`config.mk`:
```
export PLATFORM = sky130hd
export DESIGN_NAME = eigen_deflation_sequencer
export DESIGN_NICKNAME = d
export VERILOG_FILES = /design/src/rtl/eigen_deflation_sequencer.sv
export SDC_FILE = /design/constraint.sdc
export NUM_CORES = 1
export LEC_CHECK = 0
export BUFFER_PORTS_ARGS = -buffer_cell sky130_fd_sc_hd__buf_4
export CORE_MARGIN = 1
export CORE_UTILIZATION = 48
export CTS_CLUSTER_DIAMETER = 40
export DETAILED_ROUTE_END_ITERATION = 10
export PLACE_DENSITY = 0.76
export SYNTH_ARGS = -nofsm -noshare
export SYNTH_HDL_FRONTEND = slang
export SYNTH_SLANG_ARGS = --single-unit
```
`constraint.sdc`:
```
create_clock -name clk -period 2.15 [get_ports clk]
set_input_delay 0.1075 -clock clk [delete_from_list [all_inputs] [get_ports clk]]
set_output_delay 0.1075 -clock clk [all_outputs]
set_load 0.1 [all_outputs]
```
`src/rtl/eigen_deflation_sequencer.sv`:
```
// Control sequencer that time-multiplexes one find_eigen power-iteration
// engine across SIZE_N eigenpairs. Between runs it ping-pongs two matrix
// buffers, strobes the eigenpair store and reports done/timeout.
// All outputs are registered. Each pulse is one cycle wide.
module eigen_deflation_sequencer #(
  parameter int SIZE_N  = 8,
  parameter int TIMEOUT = 4096,
  parameter int IDX_W   = (SIZE_N > 1) ? $clog2(SIZE_N) : 1
) (
  input  logic             clk,
  input  logic             rst,
  input  logic             req,
  input  logic [31:0]      scale,
  input  logic             abort,
  output logic             ack,
  output logic             load_cov,
  output logic             eng_start,
  output logic [31:0]      eng_scale,
  input  logic             eng_valid,
  output logic             buf_sel,
  output logic             eig_we,
  output logic [IDX_W-1:0] eig_idx,
  output logic             busy,
  output logic             done,
  output logic             timeout_err
);

  localparam int CW = $clog2(TIMEOUT + 1);
  localparam logic [IDX_W-1:0] K_LAST  = IDX_W'(SIZE_N - 1);
  localparam logic [CW-1:0]    CNT_LIM = CW'(TIMEOUT - 1);

  typedef enum logic [2:0] {
    S_IDLE,
    S_LOAD,
    S_START,
    S_WAIT,
    S_STORE,
    S_SWAP,
    S_DONE,
    S_ERR
  } state_t;

  state_t          state;
  logic [CW-1:0]   wait_cnt;

  // State, wait counter and all registered (Moore) outputs. The output
  // registers are loaded on the edge that enters each state, so every
  // output reflects the state it is presented in. eig_idx doubles as the
  // eigenpair counter k.
  always_ff @(posedge clk) begin
    if (rst) begin
      state       <= S_IDLE;
      wait_cnt    <= '0;
      ack         <= 1'b0;
      load_cov    <= 1'b0;
      eng_start   <= 1'b0;
      eng_scale   <= '0;
      buf_sel     <= 1'b0;
      eig_we      <= 1'b0;
      eig_idx     <= '0;
      busy        <= 1'b0;
      done        <= 1'b0;
      timeout_err <= 1'b0;
    end else begin
      ack       <= 1'b0;
      load_cov  <= 1'b0;
      eng_start <= 1'b0;
      eig_we    <= 1'b0;
      done      <= 1'b0;
      if (state != S_IDLE && abort) begin
        state <= S_IDLE;
        busy  <= 1'b0;
      end else begin
        case (state)
          S_IDLE: begin
            if (req && !abort) begin
              state       <= S_LOAD;
              busy        <= 1'b1;
              ack         <= 1'b1;
              load_cov    <= 1'b1;
              eng_scale   <= scale;
              eig_idx     <= '0;
              buf_sel     <= 1'b0;
              timeout_err <= 1'b0;
            end
          end
          S_LOAD: begin
            state     <= S_START;
            eng_start <= 1'b1;
            wait_cnt  <= '0;
          end
          S_START: begin
            state    <= S_WAIT;
            wait_cnt <= '0;
          end
          S_WAIT: begin
            if (!(&wait_cnt)) wait_cnt <= wait_cnt + CW'(1);
            // eng_valid on the limit cycle takes priority over the timeout
            if (eng_valid) begin
              state  <= S_STORE;
              eig_we <= 1'b1;
            end else if (wait_cnt == CNT_LIM) begin
              state       <= S_ERR;
              done        <= 1'b1;
              timeout_err <= 1'b1;
            end
          end
          S_STORE: begin
            if (eig_idx == K_LAST) begin
              state <= S_DONE;
              done  <= 1'b1;
            end else begin
              state <= S_SWAP;
            end
          end
          S_SWAP: begin
            state     <= S_START;
            eng_start <= 1'b1;
            wait_cnt  <= '0;
            buf_sel   <= ~buf_sel;
            if (eig_idx != K_LAST) eig_idx <= eig_idx + IDX_W'(1);
          end
          S_DONE, S_ERR: begin
            state <= S_IDLE;
            busy  <= 1'b0;
          end
          default: begin
            state <= S_IDLE;
            busy  <= 1'b0;
          end
        endcase
      end
    end
  end

endmodule

```
==> results.json <==
{
  "status": "finished, final reports clean",
  "area_delta_synth_final_pct": 32.1,
  "cp.arrival_ns": 2.24,
  "grt_util_all_layers_pct": 22.5,
  "die_x_um": 73.6,
  "ys.flop_type": "dfxtp_1",
  "grt_pass1_wl_mm": 9.31,
  "die_area_um2": 5410,
  "yosys_warnings": 0,
  "wl_per_cell_um": 12.7,
  "drt_wl_total_mm": 5.73,
  "fin_skew_ns": 0.00791,
  "ios": 80,
  "num_rows": 25,
  "die_y_um": 73.6,
  "ff2ff_setup_slack_ns": 0.18,
  "min_from": "scale[3]",
  "cts_setup_buffers": 0,
  "powerDensity_nw_per_um2": 765,
  "overflow": 0,
  "rsz0062_at_grt": "false",
  "synth_nets": 343,
  "synth_edf_count": 0,
  "busiest_layer": "met2",
  "r2r-start": "state[1]$_SDFFE_PP0P_",
  "routed_via_density": 5.28,
  "avgSynthCellArea_um2": 8.11,
  "cts.sinks": 58,
  "grtUsageMet3_pct": 6.45,
  "end_kind": "flop",
  "critPathLaunchType": "flop",
  "rr_worst_depth": 5,
  "synthArstFlopShare_pct": 0,
  "use_met1_pct": 27.2,
  "routed-via-count": 2374,
  "finalCriticalPeriod_ns": 1.97,
  "cts_max_path_buffers": 2,
  "final_util_pct": 67.4,
  "antenna_found_initial": 0,
  "relSlewSlack_pct": 67.8,
  "tns_ns": 0,
  "timing.rr.end": "wait_cnt[3]$_SDFFE_PP0P_",
  "pre_cts_slack_ns": 0.172,
  "clock_latency_ns": 0.34,
  "drt_pass1_iterations": 4,
  "hpwl_mm": 3.85,
  "required_ns": 2.42,
  "maxCapViolations": 0,
  "period_share_pct": 91.5,
  "clk_pin_slew_ns": 0.07,
  "ctsRootBufferMaster": "clkbuf_8",
  "start_util_pct": 51.0,
  "syn_inst": 303,
  "cts_tree": "yes",
  "core-area_um2": 4820,
  "fin_nets": 418,
  "tightest_slew_ns": 0.483,
  "finalWorstSetupSlack_ns": 0.182,
  "place_inst": 434,
  "drt_first_iter_violations": 143,
  "whs_ns": 0.0119,
  "worst_hold_path.endpoint": "eng_scale[3]$_SDFFE_PP0P_",
  "hold_viol": 0,
  "hold_class": "in2reg",
  "peakVddDrop_uv": 449,
  "h-tree-depth": 3,
  "cts_made_buffers": 9,
  "diodes": 0,
  "gp_congestion": 0.837,
  "path_max_fanout": 13,
  "crit_type": "reg2reg",
  "max_freq_mhz": 508,
  "finalSetupViolations": 0,
  "grt_max_degree": 49,
  "grt_pass1_vias": 2165,
  "detail-route-antenna-nets": 0,
  "yosys.cell_types.count": 42,
  "fin_cells": 450,
  "use_met2_pct": 35.0,
  "yosysSeqAreaShare_pct": 47.2,
  "ys_ff_latch": 58,
  "drv_slew": 0,
  "nFillCells": 429,
  "netlist_area_um2": 2460,
  "whs_path_depth": 3,
  "numPortBuffers": 79,
  "drc_errors": 0,
  "p_leak_nw": 1.33,
  "layout-drive-gt1-share_pct": 28.2
}
[state kept, by name (all words and copies together), names as in the netlist]
signal,cells
wait_cnt,13
eig_we,1
eng_scale,32
load_cov,1
eig_idx,3
buf_sel,1
busy,1
timeout_err,1
state,3
done,1
eng_start,1
[cells in the final DEF (no fill, tap or decap), types with 3 or more instances in the layout]
| master | n |
|---|---|
| nand2_1 | 82 |
| o211ai_1 | 3 |
| buf_4 | 84 |
| a21oi_1 | 49 |
| and3_1 | 6 |
| or4_1 | 8 |
| nand3_1 | 13 |
| inv_1 | 7 |
| ha_1 | 3 |
| nor3_1 | 3 |
| clkbuf_8 | 10 |
| o21ai_1 | 10 |
| dfxtp_1 | 57 |
| or3_1 | 4 |
| nor2_1 | 11 |
[cells in the mapped netlist, types with 2 or more instances]
master / number / share of area, %
nor3_1: 3 / 0.61
clkbuf_1: 9 / 1.4
nand3_1: 13 / 2.6
buf_2: 6 / 1.2
xor2_1: 2 / 0.71
or4_1: 8 / 2.4
buf_6: 3 / 1.4
dfxtp_1: 58 / 47
o21ai_1: 10 / 2.0
inv_1: 7 / 1.1
nor2_1: 11 / 1.7
or3_1: 4 / 1.0
a21oi_1: 49 / 10
nand2_1: 82 / 13
buf_4: 2 / 0.61
o211ai_1: 3 / 0.92
and3_1: 6 / 1.5
ha_1: 3 / 1.5
[power breakdown]
group	internal (mW)	switching [mW]
registers	1.11	0.0198
clock network	0.448	0.446
logic	0.122	0.342
total	1.68	0.808
[stage by stage]
| step | instance area [µm²] | power [mW] |
|---|---|---|
| 6_report | 3250 | 2.49 |
| 5_1_grt | 3250 | 2.58 |
| 4_1_cts | 3250 | 2.50 |
| 3_5_place_dp | 3070 | 1.62 |
| 3_3_place_gp | 3070 | 1.61 |
| 2_1_floorplan | 2460 | 1.49 |
[worst max-delay path: stages (launching register included)]
cell and delay (ns):
dfxtp_1 0.54, and2b_2 0.30, a21oi_4 0.30, o211ai_4 0.18, or4_1 0.50, o21ai_1 0.09
[cell families after synthesis]
| kind of cell | after synthesis | synth area share, % |
|---|---|---|
| XOR/XNOR | 2 | 0.713 |
| AO/OA/AOI/OAI | 76 | 18.8 |
| AND/OR/NAND/NOR | 137 | 26.1 |
| flip-flops | 58 | 47.2 |
| adder cells (fa/ha/maj) | 3 | 1.53 |
| buffers and inverters | 27 | 5.65 |
[per-layer routing]
metal	routed length (µm)	vias up
met1	2550	1089
li1	-	1194
met3	342	17
met2	2680	74
met4	167	0
met5	0	-
[layout make-up]
type | instances | area [µm²] | area share (%)
Multi-Input combinational cell | 218 | 1160 | 35.9
Sequential cell | 58 | 1160 | 35.8
Timing Repair Buffer | 84 | 631 | 19.4
Clock buffer | 10 | 138 | 4.24
Tap cell | 67 | 83.8 | 2.58
Clock inverter | 6 | 42.5 | 1.31
Inverter | 7 | 26.3 | 0.809
[worst max path at each step]
stage / from / to / slack [ns] / cells past startpoint
final: state[1]$_SDFFE_PP0P_ / wait_cnt[3]$_SDFFE_PP0P_ / 0.18 / 5
after floorplan: eig_idx[0]$_SDFFE_PP0P_ / eig_idx[1]$_SDFFE_PP0P_ / 0.15 / 6
after detailed placement: state[2]$_SDFFE_PP0P_ / wait_cnt[3]$_SDFFE_PP0P_ / 0.17 / 6
after global placement: state[2]$_SDFFE_PP0P_ / wait_cnt[3]$_SDFFE_PP0P_ / 0.25 / 6
after global routing: state[1]$_SDFFE_PP0P_ / wait_cnt[3]$_SDFFE_PP0P_ / 0.03 / 5
after CTS: state[2]$_SDFFE_PP0P_ / wait_cnt[3]$_SDFFE_PP0P_ / 0.15 / 6
[what timing repair did]
item | in CTS | in global routing
hold buffers | 0 | 0
endpoints found under the setup margin | 0 | 2
resized for setup | 0 | 1
No activity file was read; power rests on OpenSTA's default activity.
